--- src/rtl/writeback_arbiter_if.sv ---
// writeback_arbiter_if: ALU/load/regfile/hazard bundle; master = pipeline side, slave = arbiter
interface writeback_arbiter_if;
  logic        alu_valid;
  logic [4:0]  alu_rd;
  logic [31:0] alu_data;
  logic        alu_ready;
  logic        ld_issue_valid;
  logic [4:0]  ld_issue_rd;
  logic        ld_issue_ready;
  logic        ld_resp_valid;
  logic [31:0] ld_resp_data;
  logic [4:0]  rd_addr;
  logic [31:0] rd_data;
  logic        reg_write;
  logic [4:0]  q_rs1_addr;
  logic [4:0]  q_rs2_addr;
  logic        q_rs1_busy;
  logic        q_rs2_busy;
  logic        protocol_err;
  modport master (
    output alu_valid, alu_rd, alu_data, ld_issue_valid, ld_issue_rd,
           ld_resp_valid, ld_resp_data, q_rs1_addr, q_rs2_addr,
    input  alu_ready, ld_issue_ready, rd_addr, rd_data, reg_write,
           q_rs1_busy, q_rs2_busy, protocol_err
  );
  modport slave (
    input  alu_valid, alu_rd, alu_data, ld_issue_valid, ld_issue_rd,
           ld_resp_valid, ld_resp_data, q_rs1_addr, q_rs2_addr,
    output alu_ready, ld_issue_ready, rd_addr, rd_data, reg_write,
           q_rs1_busy, q_rs2_busy, protocol_err
  );
endinterface

--- src/rtl/writeback_arbiter.sv ---
// writeback_arbiter: merges ALU results and in-order load responses onto one registered regfile write port
// clk, rst_n (sync, active-low); wb: slave side of writeback_arbiter_if (ALU offer, load issue/response,
// regfile write, combinational hazard query, sticky protocol_err)
module writeback_arbiter #(
  parameter int LD_DEPTH = 4
) (
  input logic                clk,
  input logic                rst_n,
  writeback_arbiter_if.slave wb
);
  localparam int PW = $clog2(LD_DEPTH);
  localparam logic [PW:0] FULL = (PW+1)'(LD_DEPTH);
  logic [4:0]    tag_q [LD_DEPTH];
  logic [PW-1:0] wr_q, rd_q;
  logic [PW:0]   cnt_q, cnt_d;
  logic [31:1]   busy_q, busy_d;
  logic [31:0]   busy_vec, busy_n;
  logic          we_q, we_d, err_q, err_d;
  logic [4:0]    addr_q, addr_d, head;
  logic [31:0]   data_q, data_d;
  logic          full, empty, push, pop, alu_acc;
  always_comb begin
    // bit 0 is a hard zero so x0 never reads as busy
    busy_vec = {busy_q, 1'b0};
    full = cnt_q == FULL;
    empty = cnt_q == '0;
    head = tag_q[rd_q];
    // both readiness terms use registered state only; a same-cycle retire does not unblock
    wb.ld_issue_ready = !full && !busy_vec[wb.ld_issue_rd];
    wb.alu_ready = !wb.ld_resp_valid;
    wb.q_rs1_busy = busy_vec[wb.q_rs1_addr];
    wb.q_rs2_busy = busy_vec[wb.q_rs2_addr];
    push = rst_n && wb.ld_issue_valid && wb.ld_issue_ready;
    pop = rst_n && wb.ld_resp_valid && !empty;
    alu_acc = rst_n && wb.alu_valid && wb.alu_ready;
    err_d = err_q || (rst_n && wb.ld_resp_valid && empty) || (alu_acc && busy_vec[wb.alu_rd]);
    // an issue can never target the tag being retired (it is busy), so set/clear never collide
    busy_n = (busy_vec & ~(pop ? 32'd1 << head : 32'd0)) | (push ? 32'd1 << wb.ld_issue_rd : 32'd0);
    busy_d = busy_n[31:1];
    cnt_d = cnt_q + (PW+1)'(push) - (PW+1)'(pop);
    we_d = pop ? head != '0 : alu_acc && wb.alu_rd != '0;
    addr_d = pop ? head : alu_acc ? wb.alu_rd : addr_q;
    data_d = pop ? wb.ld_resp_data : alu_acc ? wb.alu_data : data_q;
    wb.reg_write = we_q;
    wb.rd_addr = addr_q;
    wb.rd_data = data_q;
    wb.protocol_err = err_q;
  end
  always_ff @(posedge clk) begin
    if (!rst_n) begin
      wr_q <= '0;
      rd_q <= '0;
      cnt_q <= '0;
      busy_q <= '0;
      we_q <= 1'b0;
      addr_q <= '0;
      data_q <= '0;
      err_q <= 1'b0;
    end else begin
      if (push) tag_q[wr_q] <= wb.ld_issue_rd;
      wr_q <= wr_q + PW'(push);
      rd_q <= rd_q + PW'(pop);
      cnt_q <= cnt_d;
      busy_q <= busy_d;
      we_q <= we_d;
      addr_q <= addr_d;
      data_q <= data_d;
      err_q <= err_d;
    end
  end
endmodule

--- src/flat_wrapper.sv ---
// flat-port wrapper written by rule: the top's interface ports become plain ports
module writeback_arbiter_flat 
#(
  parameter int LD_DEPTH = 4
)
  (clk, rst_n, wb_alu_valid, wb_alu_rd, wb_alu_data, wb_ld_issue_valid, wb_ld_issue_rd, wb_ld_resp_valid, wb_ld_resp_data, wb_q_rs1_addr, wb_q_rs2_addr, wb_alu_ready, wb_ld_issue_ready, wb_rd_addr, wb_rd_data, wb_reg_write, wb_q_rs1_busy, wb_q_rs2_busy, wb_protocol_err);
  writeback_arbiter_if wb_i ();
  input logic clk;
  input logic rst_n;
  input wire logic [$bits(wb_i.alu_valid)-1:0] wb_alu_valid;
  input wire logic [$bits(wb_i.alu_rd)-1:0] wb_alu_rd;
  input wire logic [$bits(wb_i.alu_data)-1:0] wb_alu_data;
  input wire logic [$bits(wb_i.ld_issue_valid)-1:0] wb_ld_issue_valid;
  input wire logic [$bits(wb_i.ld_issue_rd)-1:0] wb_ld_issue_rd;
  input wire logic [$bits(wb_i.ld_resp_valid)-1:0] wb_ld_resp_valid;
  input wire logic [$bits(wb_i.ld_resp_data)-1:0] wb_ld_resp_data;
  input wire logic [$bits(wb_i.q_rs1_addr)-1:0] wb_q_rs1_addr;
  input wire logic [$bits(wb_i.q_rs2_addr)-1:0] wb_q_rs2_addr;
  output wire logic [$bits(wb_i.alu_ready)-1:0] wb_alu_ready;
  output wire logic [$bits(wb_i.ld_issue_ready)-1:0] wb_ld_issue_ready;
  output wire logic [$bits(wb_i.rd_addr)-1:0] wb_rd_addr;
  output wire logic [$bits(wb_i.rd_data)-1:0] wb_rd_data;
  output wire logic [$bits(wb_i.reg_write)-1:0] wb_reg_write;
  output wire logic [$bits(wb_i.q_rs1_busy)-1:0] wb_q_rs1_busy;
  output wire logic [$bits(wb_i.q_rs2_busy)-1:0] wb_q_rs2_busy;
  output wire logic [$bits(wb_i.protocol_err)-1:0] wb_protocol_err;
  assign wb_i.alu_valid = wb_alu_valid;
  assign wb_i.alu_rd = wb_alu_rd;
  assign wb_i.alu_data = wb_alu_data;
  assign wb_i.ld_issue_valid = wb_ld_issue_valid;
  assign wb_i.ld_issue_rd = wb_ld_issue_rd;
  assign wb_i.ld_resp_valid = wb_ld_resp_valid;
  assign wb_i.ld_resp_data = wb_ld_resp_data;
  assign wb_i.q_rs1_addr = wb_q_rs1_addr;
  assign wb_i.q_rs2_addr = wb_q_rs2_addr;
  assign wb_alu_ready = wb_i.alu_ready;
  assign wb_ld_issue_ready = wb_i.ld_issue_ready;
  assign wb_rd_addr = wb_i.rd_addr;
  assign wb_rd_data = wb_i.rd_data;
  assign wb_reg_write = wb_i.reg_write;
  assign wb_q_rs1_busy = wb_i.q_rs1_busy;
  assign wb_q_rs2_busy = wb_i.q_rs2_busy;
  assign wb_protocol_err = wb_i.protocol_err;
  writeback_arbiter #(.LD_DEPTH(LD_DEPTH)) u_core (.clk(clk), .rst_n(rst_n), .wb(wb_i));
endmodule
--- config.mk ---
export PLATFORM = sky130hd
export DESIGN_NAME = writeback_arbiter_flat
export DESIGN_NICKNAME = d
export VERILOG_FILES = /design/src/rtl/writeback_arbiter_if.sv /design/src/rtl/writeback_arbiter.sv /design/src/flat_wrapper.sv
export SDC_FILE = /design/constraint.sdc
export NUM_CORES = 1
export LEC_CHECK = 0
export CORE_AREA = 5 5 94 161
export CTS_CLUSTER_DIAMETER = 50
export DETAILED_ROUTE_END_ITERATION = 8
export DIE_AREA = 0 0 99 166
export DONT_BUFFER_PORTS = 1
export PLACE_DENSITY = 0.59
export SKIP_CTS_REPAIR_TIMING = 1
export SYNTH_ARGS = -nofsm -noshare
export SYNTH_HDL_FRONTEND = slang
export SYNTH_SLANG_ARGS = --single-unit
--- constraint.sdc ---
create_clock -name clk -period 5.1 [get_ports clk]
set_input_delay 1.53 -clock clk [delete_from_list [all_inputs] [get_ports clk]]
set_output_delay 1.53 -clock clk [all_outputs]
set_load 0.03 [all_outputs]
-- Word level (Yosys, flattened, before mapping)
Memory sizes are Yosys's and may differ from the RTL's. A register that Yosys moved wholly into a read port is not among the register bits.
Cells that the tools add are included.
Widths: inputs -> output; s select.
- memories: 1
- output and inout port bits: 43
- word-level logic and storage cells: 62
- bits of input ports: 89
- memory bits (writable): 20
- register bits after elaboration: 77
- add/sub/neg operators: 4
- $lt $le $gt $ge: 4
- muxes and demuxes: 19
- equality and inequality tests: 1
- bitwise gates (word level): 3
- shift-type cells: 2
- reduce and logical (&&, ||, !) cells: 20
- memory list (name ; depth ; bits a word ; read ports ; clocked after Yosys merged registers in ; write ports ; RTL line ; source):
    u_core.tag_q ; 4 ; 5 ; 1 ; 1 ; 1 ; writeback_arbiter.sv:13 ; logic [4:0] tag_q [LD_DEPTH];
- operator list (kind ; count):
    $mux 32 ; 4
    $shl 1x5->32 const A ; 2
    $and 32x32->32 ; 1
    $not 32->32 ; 1
    $or 32x32->32 ; 1
    $lt 5x6->1 const B ; 4
    $bmux 1 s5 ; 4
    $logic_and 1x1->1 ; 10
    $mux 5 ; 2
    $reduce_bool 5->1 ; 2
    $mux 1 ; 8
    $add 2x1->2 ; 2
    $logic_not 1->1 ; 4
    $add 3x1->3 ; 1
    $eq 3x3->1 const B ; 1
    $logic_not 3->1 ; 1
    $sub 3x1->3 ; 1
    $logic_or 1x1->1 ; 2
    $mux 2 ; 1
    $reduce_bool 2->1 ; 1

-- Logic depth before layout (Yosys ltp)
- depth in word-level cells: 8
- mapped depth: 13
- depth with buffers taken out: 10

-- Least setup slack after synthesis
No wires, ideal clock.
- path type: input to output
- start point: input wb_q_rs1_addr[1]
- end point: output wb_q_rs1_busy
- stages on the path: 6
- setup slack: 491 ps
- data required time: 3570 ps
- path buffers: 1
- arrival: 3079 ps
- cells stage by stage: clkbuf_1 > mux2_2 > nand2_1 > o21ai_0 > mux4_2 > mux2_2
- cells in the longest elaborated chain, start to end: 2
- ends and longest elaborated chain (what ; RTL line ; source):
    start: declaration ; flat_wrapper.sv:17 ; input wire logic [$bits(wb_i.q_rs1_addr)-1:0] wb_q_rs1_addr;
    $bmux 1 s5 ; writeback_arbiter.sv:31 ; wb.q_rs1_busy = busy_vec[wb.q_rs1_addr];
    $mux 1 (not written as such) ; writeback_arbiter.sv:31 ;
    end: declaration ; flat_wrapper.sv:24 ; output wire logic [$bits(wb_i.q_rs1_busy)-1:0] wb_q_rs1_busy;
No other way between the ends. The select of a mux whose other input is x is not followed.

-- Final worst setup path
- start point: input wb_q_rs2_addr[0]
- end point: output wb_q_rs2_busy
- cells in the longest elaborated chain, start to end: 2
- ends and longest elaborated chain (what ; RTL line ; source):
    start: declaration ; flat_wrapper.sv:18 ; input wire logic [$bits(wb_i.q_rs2_addr)-1:0] wb_q_rs2_addr;
    $bmux 1 s5 ; writeback_arbiter.sv:32 ; wb.q_rs2_busy = busy_vec[wb.q_rs2_addr];
    $mux 1 (not written as such) ; writeback_arbiter.sv:32 ;
    end: declaration ; flat_wrapper.sv:25 ; output wire logic [$bits(wb_i.q_rs2_busy)-1:0] wb_q_rs2_busy;
No other way between the ends. The select of a mux whose other input is x is not followed.

==> flow_metrics.py <==
metrics = {
    "floorplan": {
        "fp.dieW_um": 99,
        "core_area_sq_mm": 0.0138,
        "start_util_pct": 38.7,
        "die-area_sq_mm": 0.0164,
        "io-pin-count": 132,
        "num_rows": 57,
        "die_y_um": 166,
    },
    "clock_tree": {
        "htree_num_levels": 3,
        "clkLatencyLatePin_ns": 0.35,
        "clock_sinks": 97,
        "numCtsBuffers": 9,
        "clock_path_buffers": 2,
        "cts_tree": "yes",
        "path_clk_slew_ns": 0.07,
        "cts_root_buffer": "clkbuf_16",
    },
    "sta": {
        "skew_ns": 0.0121,
        "whs_ns": 0.588,
        "min_period_over_period_pct": 85.8,
        "max_slew.worst_pin.slew_ns": 1.15,
        "hold_viol": 0,
        "tns_ns": 0,
        "max_freq_mhz": 229,
        "rsz0062_at_grt": "false",
        "final_max_slew_viol_count": 0,
        "fin_crit_ns": 4.37,
        "setup_ws_ns": 0.727,
        "slew_headroom_pct": 23.3,
        "finalSetupViolCount": 0,
    },
    "layout": {
        "diodes": 0,
        "multi_input_area_sq_mm": 0.00293,
        "final_cell_mix": "nand2_1 (93), dfxtp_1 (77), nor2_1 (44)",
        "finalNetCount": 598,
        "drive_gt1_share_pct": 15.5,
        "syn_to_final_growth_pct": 6.71,
        "final_common_cell": "nand2_1",
        "nFillCells": 1335,
        "regArea_sq_mm": 0.00214,
        "utilization_pct": 41.3,
        "instances_no_fill": 686,
        "finalInstanceArea_sq_mm": 0.00569,
    },
    "worst_setup_path": {
        "cp.required_ns": 3.57,
        "crit_fanout": 9,
        "worst_setup_path_end_kind": "primary output",
        "r2r_cells": 5,
        "reg2reg_from": "u_core.busy_q[19]",
        "path_class": "in -> out",
        "critPathLaunch": "wb_q_rs2_addr[0]",
        "cp-start-kind": "input pin",
        "worst_ep_arrival_time_ns": 2.84,
    },
    "yosys": {
        "synth_fp_nets": 621,
        "synth_cell_types": 57,
        "synth_seq_area_share_pct": 40.2,
        "synthesis.area_sq_mm": 0.00533,
        "yosysTopAreaCell": "dfxtp_1",
        "synth-seq-cells": 97,
        "synth_area_per_cell_sq_um": 10.1,
        "synth_enable_flop_cells": 20,
        "synth_cells": 527,
        "synthArstFlopShare_pct": 0,
        "ys_warn_count": 0,
        "netlist.area_leader.share_pct": 28.9,
        "synth_ff_type": "dfxtp_1",
        "synthTopCellsByArea": "dfxtp_1 (29%), mux4_2 (14%), edfxtp_1 (11%)",
    },
    "job": {
        "cap_viol_max_count": 0,
    },
    "place": {
        "dpl.hpwl_um": 12200,
        "gp_congestion": 0.967,
        "post-place-ws_ns": 0.714,
        "place_area_sq_mm": 0.00540,
        "io_buffers": 0,
        "placed_cells": 670,
    },
    "power_and_ir_drop": {
        "vdd_ir_drop_max_uv": 152,
        "powerDensity_mw_per_mm2": 358,
        "p_total_mw": 2.04,
        "p_leak_nw": 1.86,
    },
    "detailed_routing": {
        "vias": 4267,
        "wl_um": 16000,
        "ant_nets": 0,
        "drc": 0,
        "firstDrtPassIters": 7,
        "vias_per_cell": 6.22,
        "drtIter0Drc": 359,
        "wl_per_cell_um": 23.3,
    },
    "grt": {
        "antenna_found_initial": 0,
        "overflow": 0,
        "grt_max_degree": 66,
        "grt_pass1_wl_um": 24800,
        "grt_pass1_vias": 4310,
        "track_usage_pct": 19.3,
    },
    "min_path": {
        "hp-class": "reg -> reg",
        "hold_depth": 2,
        "min_from": "u_core.wr_q[1]",
    },
    "outcome": {
        "status": "finished, final reports clean",
    },
}
## power by group
group	switching [mW]	internal (mW)
Sequential	0.178	0.856
Combinational	0.202	0.137
Clock	0.319	0.346
Total	0.699	1.34
## Yosys cell counts (4+ instances only)
master and n:
o31ai_1 5, mux4_2 32, or2_1 5, nor2_1 44
nand2b_4 4, nor3_1 5, a21boi_0 7, nand4_1 5
nand2_1 93, a22oi_1 6, xnor2_1 4, inv_1 12
a221oi_1 4, and2_1 6, buf_2 7, nand2b_1 5
mux2i_1 9, nor2b_1 6, clkbuf_1 24, o21ai_0 26
a311oi_1 32, dfxtp_1 77, nand3_1 6, mux2_2 7
ha_1 4, buf_6 5, edfxtp_1 20, o311ai_1 4
o211ai_1 24
## cell families after synthesis
| kind of cell | share of synthesized area, % |
|---|---|
| buf+inv | 5.14 |
| simple gates | 18.3 |
| xor+xnor | 0.657 |
| fa+ha+maj | 1.31 |
| mux | 17.2 |
| compound gates | 17.3 |
| flops | 40.2 |
## flip-flops by register name (all words and copies together) (netlist names)
register and flops:
u_core.wb.rd_data 32, u_core.wb.reg_write 1, u_core.busy_q 31, u_core.wb.protocol_err 1, u_core.wr_q 2, u_core.tag_q 20, u_core.cnt_q 3, u_core.wb.rd_addr 5
u_core.rd_q 2
## worst paths after layout
check | end | slack [ns]
setup / recovery | wb_q_rs2_busy | 0.73
hold / removal | u_core.wr_q[1] | 0.59
setup reg to reg | u_core.tag_q[3][4] | 2.36
hold reg to reg | u_core.wr_q[1] | 0.59
## worst max-delay path, stage by stage
cell	delay [ns]
mux4_2	0.46
mux4_2	0.48
mux2_2	0.37
## metal layers
metal	track usage (%)	vias up	routed length, um
li1	-	1938	-
met1	20.0	2023	5380
met2	34.2	244	8280
met3	4.33	62	1330
met4	12.2	0	972
met5	0	-	0
## layout make-up
cell class / count / area share, %
Multi-Input combinational cell: 376 / 51.6
Sequential cell: 97 / 37.6
Clock buffer: 9 / 3.96
Tap cell: 177 / 3.89
Clock inverter: 7 / 1.17
Timing Repair Buffer: 7 / 0.923
Inverter: 13 / 0.858
No activity file was read; power rests on OpenSTA's default activity.
